$ cat config.mk
export PLATFORM = sky130hd
export DESIGN_NAME = axis_rr_merge_16_to_32
export DESIGN_NICKNAME = d
export VERILOG_FILES = /design/src/rtl/axis_merge_pkg.sv /design/src/rtl/axis_rr_merge_16_to_32_rr_pick.sv /design/src/rtl/axis_rr_merge_16_to_32.sv
export SDC_FILE = /design/constraint.sdc
export NUM_CORES = 1
export LEC_CHECK = 0
export BUFFER_PORTS_ARGS = -buffer_cell sky130_fd_sc_hd__buf_2
export CORE_MARGIN = 2
export CORE_UTILIZATION = 44
export DETAILED_ROUTE_END_ITERATION = 12
export PLACE_DENSITY = 0.8
export SLEW_MARGIN = 20
export SYNTH_ARGS = -nofsm -noshare
export SYNTH_HDL_FRONTEND = slang
export SYNTH_SLANG_ARGS = --single-unit
$ cat constraint.sdc
create_clock -name clk -period 2.17 [get_ports clk]
set_input_delay 0.3255 -clock clk [delete_from_list [all_inputs] [get_ports clk]]
set_output_delay 0.3255 -clock clk [all_outputs]
set_load 0.02 [all_outputs]
$ cat src/rtl/axis_merge_pkg.sv
// rtl/axis_merge_pkg.sv - output word field layout and packing helper for the stream merger
package axis_merge_pkg;

  localparam int DATA_W   = 16;
  localparam int OUT_W    = 32;
  localparam int CH_ID_W  = 4;
  localparam int SEQ_W    = 12;

  localparam int DATA_LSB = 0;
  localparam int SEQ_LSB  = 16;
  localparam int CH_LSB   = 28;

  function automatic logic [OUT_W-1:0] pack_word(
    input logic [CH_ID_W-1:0] ch,
    input logic [SEQ_W-1:0]   seq,
    input logic [DATA_W-1:0]  data
  );
    logic [OUT_W-1:0] w;
    w = '0;
    w[CH_LSB   +: CH_ID_W] = ch;
    w[SEQ_LSB  +: SEQ_W]   = seq;
    w[DATA_LSB +: DATA_W]  = data;
    return w;
  endfunction

endpackage

$ cat src/rtl/axis_rr_merge_16_to_32_rr_pick.sv
// rtl/axis_rr_merge_16_to_32_rr_pick.sv - combinational circular priority picker
// The search starts one past last_grant and wraps, so the previous winner has lowest priority.
module rr_pick
  import axis_merge_pkg::*;
#(
  parameter int NUM_CH = 3
) (
  input  logic [NUM_CH-1:0]  req,
  input  logic [CH_ID_W-1:0] last_grant,
  output logic               grant_valid,
  output logic [CH_ID_W-1:0] grant
);

  int idx;

  always_comb begin
    grant_valid = 1'b0;
    grant       = '0;
    idx         = 0;
    for (int k = 1; k <= NUM_CH; k++) begin
      idx = int'(last_grant) + k;
      if (idx >= NUM_CH) begin
        idx = idx - NUM_CH;
      end
      for (int i = 0; i < NUM_CH; i++) begin
        if (!grant_valid && (idx == i) && req[i]) begin
          grant_valid = 1'b1;
          grant       = CH_ID_W'(i);
        end
      end
    end
  end

endmodule

$ cat src/rtl/axis_rr_merge_16_to_32.sv
// rtl/axis_rr_merge_16_to_32.sv - round-robin merge of NUM_CH 16-bit streams onto one tagged 32-bit stream
// Muted channels are drained (always ready) and never take a sequence number or move the pointer.
module axis_rr_merge_16_to_32
  import axis_merge_pkg::*;
#(
  parameter int NUM_CH = 3
) (
  input  logic                     clk,
  input  logic                     rst,
  input  logic [NUM_CH-1:0]        ch_enable,
  input  logic [NUM_CH*DATA_W-1:0] s_axis_tdata,
  input  logic [NUM_CH-1:0]        s_axis_tvalid,
  output logic [NUM_CH-1:0]        s_axis_tready,
  output logic [OUT_W-1:0]         m_axis_tdata,
  output logic                     m_axis_tvalid,
  input  logic                     m_axis_tready
);

  localparam logic [CH_ID_W-1:0] LAST_INIT = CH_ID_W'(NUM_CH - 1);

  logic               load;
  logic [NUM_CH-1:0]  req;
  logic               grant_valid;
  logic [CH_ID_W-1:0] grant;
  logic [CH_ID_W-1:0] last_grant;
  logic [SEQ_W-1:0]   seq;
  logic [DATA_W-1:0]  sel_data;

  assign load = !m_axis_tvalid || m_axis_tready;
  assign req  = s_axis_tvalid & ch_enable;

  rr_pick #(
    .NUM_CH(NUM_CH)
  ) u_pick (
    .req        (req),
    .last_grant (last_grant),
    .grant_valid(grant_valid),
    .grant      (grant)
  );

  always_comb begin
    sel_data      = '0;
    s_axis_tready = '0;
    for (int i = 0; i < NUM_CH; i++) begin
      if (grant == CH_ID_W'(i)) begin
        sel_data = s_axis_tdata[i*DATA_W +: DATA_W];
      end
      s_axis_tready[i] = !rst && (!ch_enable[i] ||
                                  (load && grant_valid && (grant == CH_ID_W'(i))));
    end
  end

  always_ff @(posedge clk) begin
    if (rst) begin
      m_axis_tvalid <= 1'b0;
      m_axis_tdata  <= '0;
      seq           <= '0;
      last_grant    <= LAST_INIT;
    end else if (load) begin
      if (grant_valid) begin
        m_axis_tdata  <= pack_word(grant, seq, sel_data);
        m_axis_tvalid <= 1'b1;
        last_grant    <= grant;
        seq           <= seq + 1'b1;
      end else begin
        m_axis_tvalid <= 1'b0;
      end
    end
  end

endmodule

## After elaboration in Yosys (flattened, before gate mapping)

Cells that the tools add are included.

- Bits in registers: 49
- Bits of input ports: 57
- Logic and storage cells: 93

- Add/sub/neg operators: 7
- $lt $le $gt $ge: 3
- Eq/ne operators: 8
- Mux-type cells: 24
- Bitwise logic cells: 1
- Reduce and logical (&&, ||, !) cells: 46

Operator list:

| cell | number |
|---|---|
| equality test 32 x 2 -> 1 bit (second input constant) | 3 |
| equality test 32 x 3 -> 1 bit (second input constant) | 3 |
| >= comparator 32 x 3 -> 1 bit (second input constant) | 3 |
| logical NOT 32 bit | 3 |
| 2-to-1 mux 32 bit | 3 |
| subtractor 32 x 3 -> 32 bit (second input constant) | 3 |
| 2-to-1 mux 16 bit | 3 |
| logical AND 1 bit | 24 |
| 2-to-1 mux 2 bit | 7 |
| logical NOT 1 bit | 13 |
| adder 12 x 1 -> 12 bit (second input constant) | 1 |
| 2-to-1 mux 1 bit | 11 |
| adder 4 x 2 -> 5 bit (second input constant) | 2 |
| adder 4 x 1 -> 5 bit (second input constant) | 1 |
| equality test 4 x 1 -> 1 bit (second input constant) | 1 |
| equality test 4 x 2 -> 1 bit (second input constant) | 1 |
| logical NOT 4 bit | 1 |
| logical OR 1 bit | 4 |
| AND 3 bit | 1 |
| AND reduction 2 bit | 1 |

## Logic depth before layout (Yosys ltp)

- Word-level depth: 42
- Gate-level depth with buffers: 9

## By module

Synthesis repeated with hierarchy kept, for this count alone.

- Cells, all modules: 368
- Area total of the unflattened synthesis: 2872.8 um^2

Modules (own cells, without submodules):

| module | instances | cells an instance | area an instance (um^2) | seq. area each (um^2) |
|---|---|---|---|---|
| axis_rr_merge_16_to_32 | 1 | 264 | 2138.3 | 920.9 |
| rr_pick | 1 | 104 | 734.5 | 0.0 |

## Worst setup path after synthesis

No wires, ideal clock.

- Kind: reg2out
- From: register last_grant[0]
- To: output port s_axis_tready[0]
- Data arrival time: 2.115 ns
- Path slack: -0.270 ns
- Stages on the path, launching flop included: 9
- Path buffers: 1
- Cell sequence: dfxtp_1 > inv_1 > ha_1 > nor3b_4 > or3b_1 > buf_6 > a21oi_4 > or3_1 > a21oi_1

- Word-level cells in the longest chain between the ends: 42

RTL lines:

| what | line | source |
|---|---|---|
| start: declaration | axis_rr_merge_16_to_32.sv:25 | `logic [CH_ID_W-1:0] last_grant;` |
| start signal: assignment | axis_rr_merge_16_to_32.sv:63 | `last_grant <= grant;` |
| adder 4 x 1 -> 5 bit | axis_rr_merge_16_to_32_rr_pick.sv:21 | `idx = int'(last_grant) + k;` |
| subtractor 32 x 3 -> 32 bit / >= comparator 32 x 3 -> 1 bit (equally long branches) | axis_rr_merge_16_to_32_rr_pick.sv:23, axis_rr_merge_16_to_32_rr_pick.sv:22 |  |
| 2-to-1 mux 32 bit | axis_rr_merge_16_to_32_rr_pick.sv:22 | `if (idx >= NUM_CH) begin` |
| logical NOT 32 bit | axis_rr_merge_16_to_32_rr_pick.sv:26 | `if (!grant_valid && (idx == i) && req[i]) begin` |
| logical AND 1 bit | axis_rr_merge_16_to_32_rr_pick.sv:26 |  |
| 2-to-1 mux 1 bit | axis_rr_merge_16_to_32_rr_pick.sv:26 |  |
| logical NOT 1 bit | axis_rr_merge_16_to_32_rr_pick.sv:26 |  |
| logical AND 1 bit (2 in series) | axis_rr_merge_16_to_32_rr_pick.sv:26 |  |
| [... 24 more ...] | -- |  |
| 2-to-1 mux 1 bit | axis_rr_merge_16_to_32_rr_pick.sv:26 |  |
| logical NOT 1 bit | axis_rr_merge_16_to_32_rr_pick.sv:26 |  |
| logical AND 1 bit (2 in series) | axis_rr_merge_16_to_32_rr_pick.sv:26 |  |
| 2-to-1 mux 2 bit / 2-to-1 mux 1 bit (equally long branches) | axis_rr_merge_16_to_32_rr_pick.sv:26 |  |
| logical NOT 4 bit / logical AND 1 bit (equally long branches) | axis_rr_merge_16_to_32.sv:49 | `(load && grant_valid && (grant == CH_ID_W'(i))));` |
| logical AND 1 bit * | axis_rr_merge_16_to_32.sv:49 |  |
| logical OR 1 bit * | axis_rr_merge_16_to_32.sv:48 | `s_axis_tready[i] = !rst && (!ch_enable[i] \|\|` |
| logical AND 1 bit * | axis_rr_merge_16_to_32.sv:48 |  |
| end: declaration | axis_rr_merge_16_to_32.sv:13 | `output logic [NUM_CH-1:0] s_axis_tready,` |

Every way passes the cells marked *; elsewhere a longest branch is shown, timed or not.

## Final worst setup path

- From: register last_grant[1]
- To: output port s_axis_tready[0]

The elaborated chain is that of the path after synthesis.

==> impl_metrics.csv <==
group,metric,value,unit
setup_path,r2r-end,"m_axis_tdata[8]",
synthesis,yosysSeqAreaShare,0.377,
layout,drive_above_1_share,0.454,
synthesis,yosysWarnings,0,
placement,dp_hpwl,4.35,mm
worst_hold_path,holdCritStartpoint,"s_axis_tdata[43]",
synthesis,async_flop_share,0,
clock_tree,clk_latency,300,ps
worst_hold_path,hp-class,"input pin to flop",
run_status,status,"finished with violations",
timing,setup_slack,-368,ps
layout,antennaDiodeCount,0,
detailed_routing,first_pass_iters,4,
die,io_pins,93,
clock_tree,clock_path_buffers,2,
detailed_routing,wl_per_cell,14.3,um
pwr,power.total,2.33,mW
synthesis,synth_edf_count,0,
run_status,violations,"setup timing",
setup_path,r2r_slack,-90,ps
setup_path,worstPathCellList,"inv_4, ha_2, buf_4, a211oi_4, o2111ai_2, nand2_2, or3_4, a21oi_4, buf_6",
clock_tree,cts.clk_slew.worst_paths,90,ps
worst_hold_path,holdPathEnd,"m_axis_tdata[11]",
synthesis,syn_inst,283,
worst_hold_path,hold_depth,3,
setup_path,slowest_stage,"or3_4",
grt,grt_pass1_vias,2267,
layout,fillers,428,
grt,grt_usage,0.215,
timing,hold_violations,0,
layout,stdcell_count,460,
timing,period_minus_slack,2540,ps
timing,setup_viol,11,
detailed_routing,drc,0,
grt,grt_pass1_wl,10.5,mm
setup_path,crit_required,1840,ps
die,fp.dieArea,5910,sq um
die,die_w,76.8,um
clock_tree,cts_root_buffer,"clkbuf_8",
setup_path,path_buf_inv,3,
detailed_routing,viasPerCell,5.27,
detailed_routing,vias,2425,
timing,max_freq,394,MHz
grt,grt-ovfl-total,0,
grt,antenna_found_initial,0,
synthesis,synth_area,2330,sq um
pwr,p_per_area,699,nW/um^2
pwr,peakVddDrop,0.378,mV
detailed_routing,routed_wl,6.60,mm
clock_tree,cts_buffers,5,
setup_path,max_stage_delay,410,ps
setup_path,crit-reg2reg-launch,"last_grant[0]",
grt,grt_max_degree,33,
die,coreArea,5110,sq um
die,rows,26,
clock_tree,clock_sinks,44,
synthesis,synth_cell_type_count,42,
placement,port_buffers,90,
placement,dp_cells,443,
die,initial_core_util,0.457,
setup_path,worstPathMaxFanout,4,
setup_path,cp_top_family,"simple AND/OR/NAND/NOR gates",
synthesis,synth-main-ff-cell,"dfxtp_1",
die,die_h,76.8,um
pwr,power.leakage,1.48,nW
setup_path,cp.arrival,2210,ps
setup_path,cp-startpoint,"last_grant[1]",
synthesis,synth-seq-cells,44,
detailed_routing,ant_nets,0,
layout,synthToLayoutAreaGrowth,42.5,%
flow_run,drv_cap,0,
synthesis,syn_avg_cell_area,8.25,sq um
timing,post-route-period-util,1.17,
setup_path,critPathCaptureType,"output port",
timing,finalClockSkew,4.88,ps
timing,rsz0062_at_grt,"yes",
setup_path,critPathKind,"flop to output port",
setup_path,worstRegToRegCells,10,
clock_tree,cts_tree,"yes",
placement,gp_congestion,0.910,
layout,final_nets,452,
clock_tree,h-tree-depth,2,
clock_tree,cts_hold_repair.buffers,0,
setup_path,path_depth,9,
detailed_routing,initialDrtViolationCount,134,
setup_path,crit_path_start_kind,"flop",
timing,slew_viol_final,0,
==> what timing repair did <==
item	4_1_cts	5_1_grt
gates resized for setup	14	27
endpoints found under the setup margin	4	14
buffers inserted	5	6
pin swaps	6	15
cloned	0	1
==> cell type report <==
cell class / instances / area, sq um / area share
Clock inverter: 3 / 42.5 / 0.0128
Multi-Input combinational cell: 217 / 1490 / 0.447
Tap cell: 70 / 87.6 / 0.0263
Timing Repair Buffer: 119 / 741 / 0.223
Inverter: 2 / 12.5 / 0.00376
Sequential cell: 44 / 888 / 0.267
Clock buffer: 5 / 68.8 / 0.0207
==> Yosys cell counts (all sizes together) (2+ instances only) <==
cell	n	area, sq um
xnor2	5	43.8
nor4	3	18.8
a311oi	4	35.0
o2111ai	2	23.8
nand2b	2	12.5
a21oi	24	131
clkbuf	8	30.0
xor2	5	43.8
or3	2	12.5
nor2	31	119
and2	2	12.5
nand3	10	50.1
and3	13	81.3
nor3b	3	43.8
inv	2	7.51
o41ai	12	150
ha	6	75.1
nand2	66	250
nand3b	12	90.1
buf	13	100
nand4	2	12.5
dfxtp	44	881
==> report_power, final <==
group	switching [mW]	internal [mW]	leakage, nW	total [mW]
sequential	0.0403	0.872	0.360	0.913
combinational	0.430	0.350	1.06	0.780
clock	0.293	0.341	0.0541	0.634
==> cell usage in the layout, fill, tap and decap left out, types with 4 or more instances in the layout <==
| master | instances |
|---|---|
| buf_2 | 87 |
| nand2_1 | 62 |
| dfxtp_1 | 42 |
| nor2_1 | 26 |
| buf_4 | 23 |
| a21oi_1 | 20 |
| nand3b_1 | 12 |
| and3_1 | 9 |
| o41ai_2 | 7 |
| nand3_1 | 6 |
| buf_6 | 6 |
| xor2_1 | 5 |
| xnor2_1 | 5 |
| o41ai_1 | 5 |
| clkbuf_8 | 5 |
| nand2_2 | 4 |
| and3_4 | 4 |
| nand3_2 | 4 |
==> worst register-to-register path, cell delays in order, from the launching register on <==
cell,delay (ps)
dfxtp_4,390
inv_4,50
ha_4,260
buf_6,120
a211oi_4,250
o2111ai_2,180
buf_4,170
and2_4,160
buf_12,140
and3_1,140
o41ai_1,300
==> kinds of logic after synthesis <==
family / Yosys count / share of synthesized area
AOI/OAI and AO/OA: 48 / 0.173
xor gates and xnor gates: 10 / 0.0375
other: 1 / 0.00161
DFF: 44 / 0.377
and+or+nand+nor: 151 / 0.320
adders and majority gates: 6 / 0.0322
buffers and inverters: 23 / 0.0589
==> per-stage QoR <==
step	setup slack [ps]	hold slack (ps)	util	cell area, sq um	setup TNS [ps]
final	-368	289	0.651	3330	-1350
after detailed placement	-63.3	446	0.581	2970	-89.8
after global routing	-437	293	0.651	3330	-2660
after CTS	-304	282	0.620	3170	-725
after global placement	-9.36	441	0.581	2970	-9.36
after floorplan	11.8	428	-	2380	0
==> layer usage <==
| layer | global-route usage | up-vias | part of all wire |
|---|---|---|---|
| met3 | 0.0306 | 13 | 0.049 |
| li1 | - | 1190 | - |
| met2 | 0.367 | 78 | 0.49 |
| met4 | 0.0855 | 0 | 0.021 |
| met5 | 0 | - | 0 |
| met1 | 0.273 | 1144 | 0.44 |
==> state kept, by name, indices dropped and copies added, names as in the netlist <==
| register | flops |
|---|---|
| last_grant | 2 |
| m_axis_tdata | 29 |
| m_axis_tvalid | 1 |
| seq | 12 |
==> worst max-delay path by stage <==
| stage | to | slack, ps |
|---|---|---|
| 2_1_floorplan | s_axis_tready[1] | 10 |
| 3_3_place_gp | s_axis_tready[0] | -9 |
| 3_5_place_dp | s_axis_tready[0] | -60 |
| 4_1_cts | s_axis_tready[0] | -300 |
| 5_1_grt | s_axis_tready[0] | -440 |
| 6_report | s_axis_tready[0] | -370 |
Note: power is estimated with default switching activity, not from simulation.
